`src/rtl/sl_tx_fifo.sv`:
```
// ============================================================================
// Module   : sl_tx_fifo
// Purpose  : Queued SL-line transmitter. Words are sent LSB first on two
//            strobe lines, followed by a parity phase, a stop phase and a gap.
// Revision : 1.0 - initial release
// ============================================================================
`default_nettype none

module sl_tx_fifo #(
    parameter int DATA_W     = 32,
    parameter int FIFO_DEPTH = 4,
    parameter int DIV_W      = 8,
    parameter int LEN_W      = $clog2(DATA_W + 1)
) (
    input  logic                              clk,
    input  logic                              reset,
    input  logic [DATA_W-1:0]                 tx_data,
    input  logic [LEN_W-1:0]                  tx_len,
    input  logic                              tx_valid,
    output logic                              tx_ready,
    input  logic [DIV_W-1:0]                  half_period,
    output logic                              sl0,
    output logic                              sl1,
    output logic                              busy,
    output logic [$clog2(FIFO_DEPTH+1)-1:0]   fifo_level,
    output logic                              len_err
);

    localparam int c_LVL_W = $clog2(FIFO_DEPTH + 1);
    localparam int c_PTR_W = $clog2(FIFO_DEPTH);
    localparam int c_ENT_W = LEN_W + DATA_W;

    typedef enum logic [2:0] {
        ST_IDLE   = 3'd0,
        ST_BIT_LO = 3'd1,
        ST_BIT_HI = 3'd2,
        ST_PAR    = 3'd3,
        ST_PAR_HI = 3'd4,
        ST_STOP   = 3'd5,
        ST_GAP    = 3'd6
    } state_t;

    // ------------------------------------------------------------------
    // Queue storage
    // ------------------------------------------------------------------
    logic [c_ENT_W-1:0] r_mem [FIFO_DEPTH];
    logic [c_PTR_W-1:0] r_wr_ptr;
    logic [c_PTR_W-1:0] r_rd_ptr;
    logic [c_LVL_W-1:0] r_count;
    logic               r_len_err;

    logic               w_accept;
    logic               w_len_ok;
    logic               w_store;
    logic               w_pop;
    logic [c_ENT_W-1:0] w_head;

    // ------------------------------------------------------------------
    // Serializer state
    // ------------------------------------------------------------------
    state_t             r_state;
    state_t             w_state_next;
    logic [DATA_W-1:0]  r_shift;
    logic [LEN_W-1:0]   r_bits;
    logic [DIV_W-1:0]   r_period;
    logic [DIV_W-1:0]   r_timer;
    logic               r_par0;
    logic               r_par1;
    logic               r_sl0;
    logic               r_sl1;
    logic               w_sl0;
    logic               w_sl1;
    logic               w_done;
    logic [DIV_W-1:0]   w_period;

    assign tx_ready   = (r_count != c_LVL_W'(FIFO_DEPTH));
    assign w_accept   = tx_valid && tx_ready;
    assign w_len_ok   = (tx_len != '0) && ({1'b0, tx_len} <= (LEN_W + 1)'(DATA_W));
    assign w_store    = w_accept && w_len_ok;
    assign w_head     = r_mem[r_rd_ptr];
    assign w_done     = (r_timer == '0);
    assign w_period   = (half_period == '0) ? DIV_W'(1) : half_period;

    assign fifo_level = r_count;
    assign len_err    = r_len_err;
    assign busy       = (r_state != ST_IDLE);
    assign sl0        = r_sl0;
    assign sl1        = r_sl1;

    always_ff @(posedge clk) begin
        if (w_store) begin
            r_mem[r_wr_ptr] <= {tx_len, tx_data};
        end
    end

    always_ff @(posedge clk or posedge reset) begin
        if (reset) begin
            r_wr_ptr  <= '0;
            r_rd_ptr  <= '0;
            r_count   <= '0;
            r_len_err <= 1'b0;
        end else begin
            r_len_err <= w_accept && !w_len_ok;
            if (w_store) begin
                r_wr_ptr <= r_wr_ptr + c_PTR_W'(1);
            end
            if (w_pop) begin
                r_rd_ptr <= r_rd_ptr + c_PTR_W'(1);
            end
            r_count <= r_count + c_LVL_W'(w_store) - c_LVL_W'(w_pop);
        end
    end

    // ------------------------------------------------------------------
    // Next-state and line decode
    // ------------------------------------------------------------------
    always_comb begin
        w_state_next = r_state;
        w_pop        = 1'b0;
        w_sl0        = 1'b1;
        w_sl1        = 1'b1;
        case (r_state)
            ST_IDLE: begin
                if (r_count != '0) begin
                    w_pop        = 1'b1;
                    w_state_next = ST_BIT_LO;
                end
            end
            ST_BIT_LO: begin
                w_sl0 = r_shift[0];
                w_sl1 = ~r_shift[0];
                if (w_done) w_state_next = ST_BIT_HI;
            end
            ST_BIT_HI: begin
                if (w_done) w_state_next = (r_bits == LEN_W'(1)) ? ST_PAR : ST_BIT_LO;
            end
            ST_PAR: begin
                w_sl0 = r_par0;
                w_sl1 = r_par1;
                if (w_done) w_state_next = ST_PAR_HI;
            end
            ST_PAR_HI: begin
                if (w_done) w_state_next = ST_STOP;
            end
            ST_STOP: begin
                w_sl0 = 1'b0;
                w_sl1 = 1'b0;
                if (w_done) w_state_next = ST_GAP;
            end
            ST_GAP: begin
                if (w_done) w_state_next = ST_IDLE;
            end
            default: begin
                w_state_next = ST_IDLE;
            end
        endcase
    end

    // Lines are the registered decode of the current state, so they trail
    // the state register by one cycle.
    always_ff @(posedge clk or posedge reset) begin
        if (reset) begin
            r_state  <= ST_IDLE;
            r_shift  <= '0;
            r_bits   <= '0;
            r_period <= DIV_W'(1);
            r_timer  <= '0;
            r_par0   <= 1'b1;
            r_par1   <= 1'b0;
            r_sl0    <= 1'b1;
            r_sl1    <= 1'b1;
        end else begin
            r_state <= w_state_next;
            r_sl0   <= w_sl0;
            r_sl1   <= w_sl1;
            if (w_pop) begin
                r_shift  <= w_head[DATA_W-1:0];
                r_bits   <= w_head[c_ENT_W-1:DATA_W];
                r_period <= w_period;
                r_timer  <= w_period - DIV_W'(1);
                r_par0   <= 1'b1;
                r_par1   <= 1'b0;
            end else if (r_state != ST_IDLE) begin
                if (w_done) begin
                    r_timer <= r_period - DIV_W'(1);
                    if (r_state == ST_BIT_LO) begin
                        if (r_shift[0]) r_par1 <= ~r_par1;
                        else            r_par0 <= ~r_par0;
                    end
                    if (r_state == ST_BIT_HI) begin
                        r_shift <= r_shift >> 1;
                        r_bits  <= r_bits - LEN_W'(1);
                    end
                end else begin
                    r_timer <= r_timer - DIV_W'(1);
                end
            end
        end
    end

endmodule

`default_nettype wire

```
`config.mk`:
```
export PLATFORM = sky130hd
export DESIGN_NAME = sl_tx_fifo
export DESIGN_NICKNAME = d
export VERILOG_FILES = /design/src/rtl/sl_tx_fifo.sv
export SDC_FILE = /design/constraint.sdc
export NUM_CORES = 1
export LEC_CHECK = 0
export ABC_CLOCK_PERIOD_IN_PS = 2700
export CELL_PAD_IN_SITES_DETAIL_PLACEMENT = 1
export CELL_PAD_IN_SITES_GLOBAL_PLACEMENT = 1
export CORE_UTILIZATION = 45
export CTS_CLUSTER_DIAMETER = 100
export DETAILED_ROUTE_END_ITERATION = 8
export HOLD_SLACK_MARGIN = 0.1
export PLACE_DENSITY_LB_ADDON = 0.1
export RECOVER_POWER = 25
export SLEW_MARGIN = 15
export SYNTH_ARGS = -nofsm -noshare
export SYNTH_HDL_FRONTEND = slang
export SYNTH_SLANG_ARGS = --single-unit
```
`constraint.sdc`:
```
create_clock -name clk -period 2.7 [get_ports clk]
set_clock_uncertainty 0.15 [all_clocks]
set_input_delay 0.27 -clock clk [delete_from_list [all_inputs] [get_ports clk]]
set_output_delay 0.27 -clock clk [all_outputs]
set_load 0.02 [all_outputs]
```
; ---- After elaboration in Yosys (flattened, before gate mapping)
; Memories as Yosys holds them, arrays and structs flattened.
; Cells that the tools add are included.
[word_totals]
register_bits = 69
ram_bits = 152
inputBits = 49
out_inout_bits = 8
wordCells = 99
memories = 1
[mem_list]
columns = memory, depth, width, rd, rd_clocked_by_memory_dff, wr, line_no
row1 = r_mem, 4, 38, 1, 0, 1, 46  ; logic [c_ENT_W-1:0] r_mem [FIFO_DEPTH];
[classes]
addsub = 8
order_cmp = 1
n_eq_ne = 16
n_mux = 37
bitwise_logic = 3
reduce_logical = 20
[op_table]
columns = cell, n
row1 = 32-bit two-way mux, 4
row2 = 8-bit two-way mux, 4
row3 = 6-bit two-way mux, 4
row4 = 8-bit by 1-bit subtractor with 8-bit output (second input constant), 3
row5 = 3-bit two-way mux, 7
row6 = 3-bit case mux with 7 select lines, 1
row7 = 8-bit zero test, 2
row8 = 2-bit inequality test (second input constant), 8
row9 = 1-bit two-way mux, 14
row10 = 2-bit nonzero test, 5
row11 = 3-bit equality test (second input constant), 3
row12 = 4-bit AND reduction, 2
row13 = 7-bit AND reduction, 1
row14 = 3-bit by 2-bit equality test with 1-bit output (second input constant), 2
row15 = 6-bit by 1-bit equality test with 1-bit output (second input constant), 1
row16 = 6-bit less-or-equal comparator (second input constant), 1
row17 = 1-bit case mux with 3 select lines, 2
row18 = 3-bit nonzero test, 2
row19 = 6-bit nonzero test, 1
row20 = 6-bit by 1-bit subtractor with 6-bit output (second input constant), 1
row21 = 2-bit by 1-bit adder with 2-bit output (second input constant), 2
row22 = 1-bit logical AND, 4
row23 = 3-bit by 1-bit adder with 3-bit output, 1
row24 = 3-bit by 1-bit equality test with 1-bit output (second input constant), 1
row25 = 7 further kinds, 9

; ---- Depth between registers and ports, before layout
[depth]
word_depth = 6
depth_mapped = 13
ltp_nobuf = 12

; ---- Worst setup path before layout
; Ideal clock, no wire load.
[synth_timing]
kind = reg-to-reg
from = register r_count[1] (netlist: fifo_level[1])
to = register r_count[2] (netlist: fifo_level[2])
setup_ps = 130
t_arrival_ps = 2703
t_required_ps = 2420
slack_ps = -283
path_stages_with_launch = 14
n_path_buf = 3
synth_period_minus_slack_ps = 2983
path_cell_list = dfrtp_1 -> or3_1 -> buf_2 -> nand2_4 -> inv_1 -> clkbuf_1 -> clkbuf_1 -> ha_1 -> inv_1 -> ha_1 -> inv_1 -> fa_1 -> xnor2_1 -> xnor2_1
[synth_via]
elab_chain_len = 5
elab_cells_between_ends = 8
cone_classes = add/sub: 2 / eq/ne: 1 / mux: 2 / reduce/logical: 3
[synth_lines]
columns = element, line_no
row1 = "start, declared", 49  ; logic [c_LVL_W-1:0] r_count;
row2 = "start signal, assigned", 110  ; r_count <= r_count + c_LVL_W'(w_store) - c_LVL_W'(w_pop);
row3 = 3-bit inequality test, 76  ; assign tx_ready = (r_count != c_LVL_W'(FIFO_DEPTH));
row4 = 1-bit logical AND, 77  ; assign w_accept = tx_valid && tx_ready;
row5 = 1-bit logical AND, 79  ; assign w_store = w_accept && w_len_ok;
row6 = 3-bit by 1-bit adder with 3-bit output, 110
row7 = 3-bit by 1-bit subtractor with 3-bit output (*), 110
; Mark *: on every way between the ends. The rest lies on a longest branch, timed or not.
; A chain may end at the register's enable or synchronous reset.

; ---- Worst setup path in the final report
[layout_timing]
from = register r_count[2] (netlist: fifo_level[2])
to = register r_count[2] (netlist: fifo_level[2])
; The elaborated chain is that of the path after synthesis.

==> results.cfg <==
[worst_setup_path]
cpMostUsedCell = inv_2
cp-end-kind = flip-flop
crit_type = reg -> reg
cp_top_family = adder cells
worstPathArrival_ns = 2.87
reg2reg_depth = 10
rr_endpoint = fifo_level[2]$_DFF_PP0_
crit_chain = or3_1 > nand2_4 > inv_2 > ha_1 > inv_1 > ha_2 > inv_2 > fa_2 > xnor2_2 > xnor2_1
crit_path_max_incr_delay_ns = 0.47
rrSetupSlack_ns = 0.07
cp-endpoint = fifo_level[2]$_DFF_PP0_
crit_fanout = 7
crit_start = fifo_level[2]$_DFF_PP0_
cp-start-kind = flip-flop
worst-path-stages = 10
crit-reg2reg-launch = fifo_level[2]$_DFF_PP0_
cp.required_ns = 2.94
cp_num_buf_inv = 3
critical-path-slowest-cell = or3_1

[cells_and_area]
drive_gt1_frac = 0.218
area_growth_pct = 22.5
final_cells = 960
post-route-util = 0.566
nNetsFinal = 735
fin_area_sq_um = 11100
num-fill-cells = 1866

[synthesis]
synth_nets = 632
ys_seq_elements = 221
yosysTopAreaCell = edfxtp_1
synth_top_area_frac = 0.504
syn_area_per_cell_sq_um = 15.8
ys_warn_count = 0
syn_inst = 573
ys_types = 47
synth_enable_flop_cells = 152
synth_top_cells_by_area = edfxtp_1, dfrtp_1, mux4_2
netlist_area_sq_um = 9060
ys_seq_area_frac = 0.695
synth.most_common_cell = edfxtp_1
yosys-top-cells-count = edfxtp_1, nand2_1, dfrtp_1, o21ai_0, mux4_2
synth_top_flop_cell = edfxtp_1
synth-async-reset-ratio = 0.312

[global_route]
overflow = 0
grt_max_degree = 82
first_global_vias = 5731
grt_pass1_wl_um = 30500
antenna_found_initial = 1
track_usage = 0.197

[route]
drc = 0
first_pass_iters = 4
routed_wl_um = 19000
vias = 5113
vias_per_cell = 5.33
antenna_left = 0
avgRoutedWirePerCell_um = 19.8
dr.first_iter.drc_count = 246

[pwr]
p_sw_mw = 3.12
p_int_mw = 7.42
p_leak_nw = 4.19
p_seq_frac = 0.459
clockPowerShare = 0.281
power_density_nw_per_um2 = 950
pwr-share-comb = 0.261
ir_drop_uv = 641
swShare = 0.296

[clock_network]
htree_levels = 1
numCtsBuffers = 24
cts_tree = built
clock_sinks = 221
cts_buffer_depth = 3
clk_pin_slew_ns = 0.06
clk_latency_ns = 0.52
cts-root-buf = clkbuf_16

[timing]
fin_tns_setup_ns = 0
worst_pin_slew_ns = 0.758
hold_violations = 0
min_period_over_period = 0.973
report.final.slew_viol_count = 0
finalSetupViolations = 0
timing.hold.ws_ns = 0.196
period_needed_ns = 2.63
slew_headroom = 0.495
max_freq_ghz = 0.381

[hold_path]
hp-class = in -> reg

[flow_run]
cap_violations = 0

[placed_design]
numPortBuffers = 56
routabilityCongestion = 0.813
placed_area_sq_um = 10200
place_hpwl_um = 12000
dpl.cell_count = 905

[die]
floorplan.initialDensity = 0.462
coreArea_sq_um = 19600
die-area_sq_um = 20700
io_pins = 57
fp.dieW_um = 144
die_h_um = 144
rows = 51

[outcome]
status = completed
metrics by stage:
stage                     total power, mW  setup slack (ns)
after detailed placement             7.65            -0.726
after floorplan                      6.64            -0.139
after global placement               7.52            -0.641
final                                10.5            0.0730
after global routing                 11.1          -0.00771
after CTS                            10.7           0.00513
state kept, by name (all words and copies together), names as in the netlist:
| signal | flops |
|---|---|
| r_mem | 152 |
| r_shift | 32 |
| r_period | 8 |
| r_timer | 8 |
| r_bits | 6 |
| fifo_level | 3 |
| r_state | 3 |
| r_rd_ptr | 2 |
| r_wr_ptr | 2 |
| len_err | 1 |
| r_par0 | 1 |
| r_par1 | 1 |
| sl0 | 1 |
| sl1 | 1 |
per-layer routing:
layer  part of all wire  GRT usage  vias to the layer above
li1                   -          -                     2370
met1               0.42      0.244                     2635
met2               0.52      0.347                       77
met3              0.030     0.0273                       31
met4              0.028     0.0801                        0
met5                  0          0                        -
worst min-delay path, delay by kind of cell:
| family | cells | cell delay [ns] |
|---|---|---|
| buf+inv | 1 | 0.42 |
| simple gates | 2 | 0.13 |
cell usage in the layout, fill, tap and decap left out, drive strengths merged, types with 10 or more instances in the layout:
| master | n |
|---|---|
| xnor2 | 15 |
| dfrtp | 65 |
| clkbuf | 27 |
| clkdlybuf4s50 | 23 |
| nand3 | 10 |
| a21oi | 10 |
| mux2i | 31 |
| o21ai | 46 |
| inv | 13 |
| edfxtp | 152 |
| buf | 47 |
| dlygate4sd3 | 34 |
| clkinv | 16 |
| nand2 | 80 |
| nor2 | 16 |
| mux4 | 38 |
repair_timing:
action,4_1_cts,5_1_grt
hold buffers,2,3
hold endpoints to repair,19,12
gates resized for setup,6,7
setup endpoints to repair,2,2
buffers inserted,1,4
pin swaps,5,8
power by group through the flow:
stage / Combinational (mW) / Sequential (mW) / Clock, mW
global placement: 2.67 / 4.85 / 0
finish: 2.75 / 4.83 / 2.96
floorplan: 1.86 / 4.78 / 0
CTS: 2.79 / 4.85 / 3.05
detailed placement: 2.76 / 4.90 / 0
global route: 3.04 / 4.92 / 3.15
cell families after synthesis:
logic type               count (synthesis)  share of synthesized area
AND/OR/NAND/NOR                        139                     0.0779
AO/OA/AOI/OAI                           74                     0.0478
XOR/XNOR                                16                     0.0155
multiplexers                            69                      0.129
buffers and inverters                   44                     0.0204
adder cells (fa/ha/maj)                 10                     0.0146
flip-flops                             221                      0.695
area by class of cell:
type	count	area, sq um	area share
timing repair buffer	108	1070	0.0964
sequential	221	6300	0.568
antenna	1	2.50	0.000226
clock inverter	17	109	0.00981
inverter	13	48.8	0.00440
clock buffer	27	612	0.0551
tap	265	332	0.0299
multi-input combinational	308	2620	0.236
how the worst min path moves through the flow:
stage / start / slack (ns) / cells after the start / to
global placement: r_period[2]$_DFFE_PP0N_ / 0.31 / 2 / r_period[2]$_DFFE_PP0N_
CTS: half_period[6] / 0.18 / 3 / r_period[6]$_DFFE_PP0N_
floorplan: tx_data[0] / 0.22 / 0 / r_mem[0][0]$_DFFE_PP_
global route: half_period[1] / 0.22 / 3 / r_period[1]$_DFFE_PP0N_
detailed placement: r_period[2]$_DFFE_PP0N_ / 0.32 / 2 / r_period[2]$_DFFE_PP0N_
finish: half_period[6] / 0.20 / 3 / r_period[6]$_DFFE_PP0N_
Power figures use the tool's default switching activity.
